[config.mk]
export PLATFORM = sky130hd
export DESIGN_NAME = instr_fetch_unit
export DESIGN_NICKNAME = d
export VERILOG_FILES = /design/src/rtl/fetch_pkg.sv /design/src/rtl/fetch_fifo.sv /design/src/rtl/instr_fetch_unit.sv
export SDC_FILE = /design/constraint.sdc
export NUM_CORES = 1
export LEC_CHECK = 0
export CAP_MARGIN = 20
export CORE_MARGIN = 2
export CORE_UTILIZATION = 51
export DETAILED_ROUTE_END_ITERATION = 6
export GPL_TIMING_DRIVEN = 0
export PLACE_DENSITY_LB_ADDON = 0.2
export RECOVER_POWER = 25
export SLEW_MARGIN = 5
export SYNTH_ARGS = -nofsm -noshare
export SYNTH_HDL_FRONTEND = slang
export SYNTH_HIERARCHICAL = 1
export SYNTH_SLANG_ARGS = --single-unit
[constraint.sdc]
create_clock -name clk -period 3.4 [get_ports clk]
set_input_delay 0.68 -clock clk [delete_from_list [all_inputs] [get_ports clk]]
set_output_delay 0.68 -clock clk [all_outputs]
set_load 0.02 [all_outputs]
[src/rtl/fetch_pkg.sv]
// ============================================================================
// Module   : fetch_pkg
// Purpose  : Shared widths and types for the instruction fetch unit.
// Revision : 1.0 - initial release
// ============================================================================
`default_nettype none

package fetch_pkg;

  localparam int PC_W = 7;   // 128-word instruction ROM
  localparam int IW   = 16;  // instruction width

  typedef logic [PC_W-1:0] pc_t;
  typedef logic [IW-1:0]   instr_t;

  // One prefetched word together with the address it was read from.
  typedef struct packed {
    instr_t instr;
    pc_t    pc;
  } fetch_entry_t;

endpackage

`default_nettype wire

[src/rtl/fetch_fifo.sv]
// ============================================================================
// Module   : fetch_fifo
// Purpose  : DEPTH-entry circular prefetch buffer of fetch_entry_t with
//            single-cycle flush. Head is driven straight from storage.
// Revision : 1.0 - initial release
// ============================================================================
`default_nettype none

module fetch_fifo
  import fetch_pkg::*;
#(
  parameter int DEPTH = 2,                  // legal range 2..4
  parameter int CW    = $clog2(DEPTH + 1)
) (
  input  logic         clk,
  input  logic         rst_n,
  input  logic         push,
  input  fetch_entry_t push_entry,
  input  logic         pop,
  input  logic         flush,
  output fetch_entry_t head,
  output logic [CW-1:0] count
);

  localparam int PW = (DEPTH > 1) ? $clog2(DEPTH) : 1;

  fetch_entry_t  mem [DEPTH];
  logic [PW-1:0] wr_ptr;
  logic [PW-1:0] rd_ptr;

  // Pointer advance with explicit wrap so non-power-of-two depths work.
  function automatic logic [PW-1:0] ptr_inc(input logic [PW-1:0] p);
    return (p == PW'(DEPTH - 1)) ? '0 : p + PW'(1);
  endfunction

  // Entry storage: written on push, cleared on reset so the head reads 0.
  always_ff @(posedge clk or negedge rst_n) begin
    if (!rst_n) begin
      for (int i = 0; i < DEPTH; i++) mem[i] <= '0;
    end else if (push) begin
      mem[wr_ptr] <= push_entry;
    end
  end

  // Pointers and occupancy; a flush empties the buffer, a same-cycle pop
  // has already been consumed by the controller so nothing else is needed.
  always_ff @(posedge clk or negedge rst_n) begin
    if (!rst_n) begin
      wr_ptr <= '0;
      rd_ptr <= '0;
      count  <= '0;
    end else if (flush) begin
      wr_ptr <= '0;
      rd_ptr <= '0;
      count  <= '0;
    end else begin
      if (push) wr_ptr <= ptr_inc(wr_ptr);
      if (pop)  rd_ptr <= ptr_inc(rd_ptr);
      count <= count + CW'(push) - CW'(pop);
    end
  end

  assign head = mem[rd_ptr];

endmodule

`default_nettype wire

[src/rtl/instr_fetch_unit.sv]
// ============================================================================
// Module   : instr_fetch_unit
// Purpose  : Fetch stage: owns the fetch PC, issues reads to a 1-cycle
//            synchronous ROM, buffers returned words and hands them to the
//            controller over valid/ready. Supports clear, redirect and halt.
// Revision : 1.0 - initial release
// ============================================================================
`default_nettype none

module instr_fetch_unit
  import fetch_pkg::*;
#(
  parameter int DEPTH = 2,                  // prefetch entries, 2..4
  parameter int CW    = $clog2(DEPTH + 1)
) (
  input  logic          clk,
  input  logic          rst_n,
  output logic          imem_rd_en,
  output logic [PC_W-1:0] imem_addr,
  input  logic [IW-1:0] imem_data,
  output logic          ir_valid,
  input  logic          ir_ready,
  output logic [IW-1:0] ir_data,
  output logic [PC_W-1:0] ir_pc,
  input  logic          pc_clr,
  input  logic          redirect,
  input  logic [PC_W-1:0] redirect_pc,
  input  logic          halt,
  output logic [CW-1:0] fifo_count
);

  pc_t          fpc;
  pc_t          inflight_pc;
  logic         inflight;
  logic         flush;
  logic         pop;
  logic         push;
  logic [CW:0]  occupancy;
  fetch_entry_t head;
  fetch_entry_t push_entry;

  assign flush = pc_clr | redirect;
  assign pop   = ir_valid & ir_ready;
  assign push  = inflight & ~flush;

  // Slots already promised after this edge: buffered + returning - leaving.
  // Counting the departing head lets a full-rate stream keep one read issued
  // every cycle; pop <= count always holds, so this never underflows.
  assign occupancy = {1'b0, fifo_count} + {{CW{1'b0}}, inflight} - {{CW{1'b0}}, pop};

  // Read strobe: combinational from the handshake/control inputs by intent.
  assign imem_rd_en = rst_n & ~halt & ~flush & (occupancy < (CW + 1)'(DEPTH));
  assign imem_addr  = fpc;

  // Fetch PC: clear beats redirect, both beat sequential advance.
  always_ff @(posedge clk or negedge rst_n) begin
    if (!rst_n) begin
      fpc <= '0;
    end else if (pc_clr) begin
      fpc <= '0;
    end else if (redirect) begin
      fpc <= redirect_pc;
    end else if (imem_rd_en) begin
      fpc <= fpc + pc_t'(1);
    end
  end

  // In-flight tracking: a flush drops the word the ROM returns next cycle.
  always_ff @(posedge clk or negedge rst_n) begin
    if (!rst_n) begin
      inflight    <= 1'b0;
      inflight_pc <= '0;
    end else begin
      inflight <= imem_rd_en & ~flush;
      if (imem_rd_en) inflight_pc <= fpc;
    end
  end

  assign push_entry = '{instr: imem_data, pc: inflight_pc};

  fetch_fifo #(
    .DEPTH (DEPTH),
    .CW    (CW)
  ) u_fifo (
    .clk        (clk),
    .rst_n      (rst_n),
    .push       (push),
    .push_entry (push_entry),
    .pop        (pop),
    .flush      (flush),
    .head       (head),
    .count      (fifo_count)
  );

  assign ir_valid = (fifo_count != '0);
  assign ir_data  = head.instr;
  assign ir_pc    = head.pc;

endmodule

`default_nettype wire

==> metrics.md <==
| Metric | Value |
|---|---|
| Global-route wire length before repair | 9920 microns |
| Area Overhead vs Synth | 30.3% |
| R2R Setup Slk | 0.45 ns |
| Cell Count, Final, Fillers Out | 366 |
| CP Capture Type | output port |
| Final Hold Fails | 0 |
| All-Layer GR Usage | 19.7% |
| Mean post-synth cell area | 14.7 sq um |
| Mapped Area | 3100 sq um |
| Max Clock Freq | 0.305 GHz |
| CP Data Arrival Time | 2.60 ns |
| Top-count cell post-synth | dfrtp_1 |
| Initial antenna violation count | 0 |
| Min-delay worst type | input port to async pin |
| Die Area | 6710 sq um |
| N_diodes | 0 |
| I/O Buffers | 62 |
| Cell variety after synth | 37 |
| Detailed Routing Iterations Pass 1 | 4 |
| Chip width | 81.9 microns |
| Met1 WL | 2660 microns |
| Max-Slew Margin vs Limit | 46.8% |
| GPL Wtd Cong | 0.789 |
| Post-CTS Hold Fix Bufs | 0 |
| CTS max path bufs | 2 |
| Fin. max-slew vios | 0 |
| Met2 wire length | 2910 microns |
| Util after Layout | 68.6% |
| Total Power | 0.00187 W |
| GRT overflow | 0 |
| Core area | 5890 sq um |
| Area share of the largest cell type after synthesis | 52.5% |
| Routed met3 length | 315 microns |
| Synth Flop Type | dfrtp_1 |
| Post-route DRC | 0 |
| Final WL | 5970 microns |
| Final Skew | 0.00874 ns |
| Vias | 1957 |
| RSZ-0062 raised after global routing | false |
| Slowest stage cell, crit path | fa_1 |
| Starting Density | 52.6% |
| Chip Height | 81.9 microns |
| WP data required | 2.72 ns |
| Post-synthesis cell count | 211 |
| Vias in the first global route | 2093 |
| YS warnings | 6 |
| Crit-path max FO | 9 |
| Clk pin slew, worst setup/hold paths | 0.07 ns |
| Startpoint Class | register |
| I/O pin count | 63 |
| Yosys top cell by area | dfrtp_1 |
| CTS tree | yes |
| Max incr delay on CP | 0.43 ns |
| Sequential share of the synthesized area | 52.5% |
| Final Setup Violations | 0 |
| Worst slew pin tran | 0.798 ns |
| Reg2reg path depth | 10 |
| Syn nets | 245 |
| Peak supply drop | 249 uV |
| Initial DRC count | 46 |
| WL/cell | 16.3 microns |
| Leakage Power | 1.87 nW |
| Clock buffer count from CTS | 9 |
| P per Cell Area | 464 nW/um^2 |
| Share of layout cells above drive strength 1 | 39.5% |
| Nets | 324 |
| Number of vias per cell | 5.35 |
| Total negative slack | 0 ns |
| HPWL after DPL | 4160 microns |
| Largest net degree at the start of global routing | 68 |
| Top post-synthesis cells by count | 65 x dfrtp_1, 56 x mux2_2, 20 x mux2_4, 11 x nor2_1, 6 x buf_2 |
| Post-synth EDFFs | 0 |
| Site Rows | 28 |
| Final period util | 96.5% |
| Clock Latency Late Sink | 0.33 ns |
| Worst r2r dst | imem_addr[2] |
| Clock sinks | 65 |
| Max-cap check violation count | 0 |
| Synth async-reset ratio | 100% |
| Worst reg2reg startpoint | u_fifo/count[0] |
| Place WS | -0.902 ns |
| Largest cells by area after synthesis | dfrtp_1 53%, mux2_2 20%, mux2_4 9.7% |
| Status | completed |
| Highest Signal Layer | met4 |
| Fin crit period | 3.28 ns |
| Routed Antenna Nets | 0 |
| Cells after DPL | 348 |
| Register bit total from synthesis | 65 |
| Crit Path Category | register to output port |
| Setup WS post-layout | 0.120 ns |
| H-tree Lvls | 3 |
| Root Buffer | clkbuf_8 |
| CP cell instances | or2_2 > and2_4 > ha_4 > nand2b_4 > fa_1 > xor2_2 > nor3_4 > buf_6 |
| Fill cells | 431 |
## stage by stage
| stage | cell area [sq um] | hold slack, ns |
|---|---|---|
| floorplan | 3100 | 0.384 |
| global placement | 3810 | 0.480 |
| detailed placement | 3810 | 0.488 |
| CTS | 4040 | 0.463 |
| global route | 4040 | 0.517 |
| finish | 4040 | 0.437 |
## per-layer routing
layer  track usage [%]  up-vias
li1                  -      914
met1              24.7      981
met2              32.7       54
met3              4.62        8
met4              8.17        0
met5                 0        -
## critical path, delay by kind of cell (launching register included)
kind	cells	cell delay, ns
adders and majority gates	2	0.63
DFF	1	0.38
and+or+nand+nor	4	0.70
buffers and inverters	1	0.15
xor gates and xnor gates	1	0.40
## power by group
group	internal, W	switching (W)	total, W
combinational	0.000257	0.000174	0.000431
sequential	0.000851	0.0000502	0.000901
clock	0.000287	0.000253	0.000539
## logic make-up after synthesis
family | Yosys count | synth area share (%)
DFF | 65 | 52.5
AOI/OAI and AO/OA | 10 | 2.67
muxes | 76 | 30.0
buffers and inverters | 15 | 3.35
xor gates and xnor gates | 8 | 2.95
adders and majority gates | 5 | 2.26
and+or+nand+nor | 32 | 6.22
## state kept, by name, indices dropped and copies added, names as in the netlist
register / count
u_fifo/count: 2
inflight: 1
imem_addr: 7
u_fifo/mem: 46
u_fifo/rd_ptr: 1
u_fifo/wr_ptr: 1
inflight_pc: 7
## worst max-delay path by stage
stage               slack (ns)  cells after the start            start          to
finish                    0.12                      8  u_fifo/count[0]  imem_rd_en
global route             0.007                      8  u_fifo/count[0]  imem_rd_en
CTS                       0.07                      8  u_fifo/count[1]  imem_rd_en
detailed placement       -0.90                      8         ir_ready  imem_rd_en
global placement         -2.57                      4            rst_n  imem_rd_en
floorplan                 0.11                      7  u_fifo/count[1]  imem_rd_en
## placed cells by master, fill, tap and decap left out, types with 2 or more instances in the layout
cell type        synthesis  layout
dfrtp_1                 65      64
nor2_1                  11      11
buf_2                    6       6
clkdlybuf4s50_1          0      59
a311oi_1                 2       2
buf_4                    0       7
xor2_1                   2       2
buf_6                    1       2
buf_12                   2       2
ha_1                     4       3
nor3_1                   2       2
mux2_4                  20      20
xnor2_1                  4       4
inv_1                    5       5
a211oi_1                 5       5
nor2b_1                  2       2
clkbuf_8                 0      11
nand2_1                  2       2
nand4b_1                 2       2
mux2_2                  56      56
## timing repair
item / 4_1_cts / 5_1_grt
buffers inserted: 6 / 0
resized for setup: 11 / 0
pin swaps: 3 / 1
setup endpoints to repair: 1 / 1
## layout make-up
cell class / instances / area (sq um) / share of cell area (%)
timing repair buffer: 68 / 663 / 16.4
multi-input combinational: 131 / 1390 / 34.4
clock inverter: 1 / 5.00 / 0.124
buffer: 10 / 85.1 / 2.11
sequential: 65 / 1630 / 40.3
clock buffer: 11 / 151 / 3.75
inverter: 5 / 18.8 / 0.465
tap: 75 / 93.8 / 2.33
Note: power is estimated with default switching activity, not from simulation.
==> RTL change 1 (config.mk and constraints unchanged) <==
The package constant `PC_W` goes from 7 to 5.
--- a/src/rtl/fetch_pkg.sv
+++ b/src/rtl/fetch_pkg.sv
@@ -9,3 +9,3 @@
 
-  localparam int PC_W = 7;   // 128-word instruction ROM
+  localparam int PC_W = 5;   // 128-word instruction ROM
   localparam int IW   = 16;  // instruction width
Ports: changed (resized imem_addr, ir_pc and redirect_pc); port bits go from 63 to 57. No check against the original RTL was run, so the function may have changed too.
==> RTL change 1 against the original RTL <==
  * Power rose by 5.8%
  * Sequential cell count fell by 8
  * Design area fell by 7.9%
  * Critical path type unchanged
  * Area after synthesis fell by 12%
  * Register-to-register slack improved by 0.10 ns
  * Worst setup slack got worse by 0.0030 ns
  * Routed wire length fell by 9.3%
  * Synthesized cell count fell by 12%
==> RTL change 1: results <==
metrics = {
    "detailed_routing": {
        "vias": 1736,
        "drtPass1Iterations": 4,
        "routedWlPerCell_um": 16.07,
    },
    "cts": {
        "clk_latency_ns": 0.33,
        "h-tree-depth": 3,
        "clockBufferDepth": 2,
    },
    "global_route": {
        "grt.met2_usage": 0.3113,
        "grt_pass1_wl_um": 9108,
        "grt_max_degree": 38,
        "first_global_vias": 1810,
        "grt_util_met1": 0.2676,
        "track_usage": 0.2001,
        "grt_util_met3": 0.04235,
    },
    "placement": {
        "portBuffers": 56,
        "dpl.hpwl_um": 3647,
        "gp_congestion": 0.7534,
        "postPlaceCellArea_um2": 3400,
    },
    "layout": {
        "largest_reg_flops": 42,
        "area_growth_pct": 36.22,
        "drive_above_1_share": 0.4045,
        "nets": 294,
        "fill_cells": 385,
    },
    "synthesis": {
        "seq_area_frac_synth": 0.5227,
        "syn-num-nets": 218,
        "synthTopCellsByCount": "dfrtp_1 (57), mux2_2 (47), mux2_4 (20), nor2_1 (8), inv_1 (6)",
        "synth_area_leaders": "dfrtp_1 (52%), mux2_2 (19%), mux2_4 (11%), ha_1 (1.8%), buf_6 (1.7%)",
        "ys_types": 35,
        "yosys_warnings": 6,
    },
    "critical_path": {
        "rr_worst_depth": 11,
        "cp_slowest_stage_delay_ns": 0.40,
        "critPathSlowestCell": "dfrtp_2",
        "rrSetupSlack_ns": 0.55,
        "r2r-end": "inflight_pc[3]",
        "crit_path_start": "u_fifo/count[1]",
        "path_delay_family": "simple AND/OR/NAND/NOR gates",
        "cp_max_fo": 3,
    },
    "outcome": {
        "status": "complete, no violations",
    },
    "hold_path": {
        "hold_class": "primary input to async pin",
    },
    "sta": {
        "slew_headroom": 0.1995,
        "whs_ns": 0.4276,
        "skew_ns": 0.005582,
    },
    "power_and_ir_drop": {
        "ir_drop_v": 0.0002899,
        "p_sw_w": 0.0004652,
        "p_leak_nw": 1.754,
    },
}
## RTL change 1: what timing repair did
| action | in CTS | in global routing |
|---|---|---|
| gates resized for setup | 11 | 0 |
| pin swaps | 3 | 2 |
| setup endpoints to repair | 1 | 1 |
| setup buffers | 5 | 3 |
## RTL change 1: layout make-up
cell class | instances | area share
sequential | 57 | 0.3840
multi-input combinational | 115 | 0.3305
timing repair buffer | 65 | 0.1666
clock inverter | 6 | 0.03501
clock buffer | 10 | 0.03433
tap | 70 | 0.02356
buffer | 8 | 0.01986
inverter | 6 | 0.006059
## RTL change 1: layer usage
layer,wire (µm),part of all wire
met5,0,0
met4,107,0.020
met3,202,0.037
met2,2634,0.49
met1,2472,0.46
## RTL change 1: kinds of logic after synthesis
| kind of cell | Yosys count | synth area share |
|---|---|---|
| multiplexers | 68 | 0.3081 |
| AND/OR/NAND/NOR | 27 | 0.06191 |
| flip-flops | 57 | 0.5227 |
| buffers and inverters | 14 | 0.03530 |
| adder cells (fa/ha/maj) | 5 | 0.02568 |
| XOR/XNOR | 4 | 0.01788 |
| AO/OA/AOI/OAI | 11 | 0.02843 |
## RTL change 1: stage by stage
stage	std cells	setup slack, ns
after detailed placement	313	-0.8171
after global routing	337	0.0005711
after floorplan	186	0.1580
after CTS	334	0.04741
after global placement	312	-2.203
final	337	0.1165
## RTL change 1: power groups by stage
| stage | registers, W | clock network, W | logic (W) |
|---|---|---|---|
| floorplan | 0.000789 | 0 | 0.000193 |
| global placement | 0.000793 | 0 | 0.000364 |
| detailed placement | 0.000797 | 0 | 0.000373 |
| CTS | 0.000785 | 0.000839 | 0.000378 |
| global route | 0.000793 | 0.000871 | 0.000394 |
| finish | 0.000784 | 0.000827 | 0.000369 |
==> RTL change 2 (same settings) <==
Without the edit above. Register the output `fifo_count`; this adds one clock of latency there. The other outputs are not delayed to match.
--- a/src/rtl/instr_fetch_unit.sv
+++ b/src/rtl/instr_fetch_unit.sv
@@ -31,2 +31,4 @@
 
+  logic [CW-1:0] fifo_count_d;
+
   pc_t          fpc;
@@ -48,3 +50,3 @@
   // every cycle; pop <= count always holds, so this never underflows.
-  assign occupancy = {1'b0, fifo_count} + {{CW{1'b0}}, inflight} - {{CW{1'b0}}, pop};
+  assign occupancy = {1'b0, fifo_count_d} + {{CW{1'b0}}, inflight} - {{CW{1'b0}}, pop};
 
@@ -91,8 +93,12 @@
     .head       (head),
-    .count      (fifo_count)
+    .count      (fifo_count_d)
   );
 
-  assign ir_valid = (fifo_count != '0);
+  assign ir_valid = (fifo_count_d != '0);
   assign ir_data  = head.instr;
   assign ir_pc    = head.pc;
+
+  always_ff @(posedge clk) begin
+    fifo_count <= fifo_count_d;
+  end
 
Formal check against the unedited RTL: not equivalent (Yosys sat finds a counterexample within 4 cycles, from zero or initial values and one cycle with rst_n low).
==> RTL change 2 against the original RTL <==
  * Sequential cell count up 2
  * Clock power up 24%
  * Area after synthesis up 1.3%
  * Power up 8.4%
  * Design area up 3.1%
  * Clock skew about the same
  * Routed wire length up 4.5%
  * Worst setup slack worse by 0.070 ns
  * Final cell count up 2.2%
  * Critical path type is now primary input to output pin
  * Largest cell class unchanged
==> RTL change 2: results <==
metrics = {
    "outcome": {
        "status": "complete, no violations",
    },
    "layout": {
        "finalNonFillerCells": 374,
        "nets": 328,
        "drive_above_1_share": 0.4047,
    },
    "detailed_routing": {
        "dr_wl_met3_um": 368,
        "vias_per_cell": 5.254,
        "wl_met2_um": 2909,
        "routedWlPerCell_um": 16.68,
        "initialDrtViolationCount": 86,
    },
    "synthesis": {
        "seq_area_frac_synth": 0.5311,
        "synth_compound_area_frac": 0.02632,
        "synthXorXnorAreaFrac": 0.02911,
        "ys_types": 38,
        "syn-num-nets": 247,
        "synthAdderAreaFrac": 0.02233,
        "synth.avg_cell_area_um2": 14.73,
        "synth_area_leaders": "dfrtp_1 (52%), mux2_2 (20%), mux2_4 (9.6%), ha_1 (1.6%), nor2_1 (1.3%)",
        "synth.area.mux_share": 0.2967,
    },
    "power_and_ir_drop": {
        "power.density_nw_per_um2": 487.7,
        "p_leak_nw": 1.910,
        "internal-power_w": 0.001513,
        "combPwrFrac": 0.215,
    },
    "critical_path": {
        "r2r-end": "imem_addr[6]",
        "rr_worst_depth": 11,
        "crit_path_start": "ir_ready",
    },
    "placement": {
        "dpl.hpwl_um": 4076,
        "postPlaceCellArea_um2": 3850,
        "placed_cells": 350,
        "place_ws_ns": -0.8931,
    },
    "sta": {
        "post-route-period-util": 0.9855,
    },
    "global_route": {
        "track_usage": 0.2062,
        "grt_pass1_wl_um": 10140,
        "grt_util_met1": 0.2683,
        "first_global_vias": 2013,
    },
}
RTL change 2: cell count changes after synthesis:
cell / unedited run / this run
dfxtp_1: 0 / 2
RTL change 2: worst max-delay path: stages:
cell and delay (ns):
clkdlybuf4s50_1 0.45, and2_4 0.15, ha_4 0.19, nand2b_4 0.13, fa_1 0.43, xor2_4 0.22
nor3_4 0.25, buf_6 0.15
RTL change 2: worst min path at each step:
stage	end	startpoint
final	u_fifo/mem[36]	rst_n
after global routing	u_fifo/mem[36]	rst_n
after CTS	u_fifo/mem[36]	rst_n
after detailed placement	fifo_count[0]	u_fifo/count[0]
after global placement	fifo_count[0]	u_fifo/count[0]
after floorplan	imem_addr[0]	rst_n
RTL change 2: cell type report:
cell class	instances	area [µm²]	share of cell area
sequential	67	1668	0.4010
multi-input combinational	131	1416	0.3406
timing repair buffer	70	679.4	0.1634
clock buffer	14	162.7	0.03911
tap	75	93.84	0.02256
buffer	10	85.08	0.02046
clock inverter	2	35.03	0.008424
inverter	5	18.77	0.004513
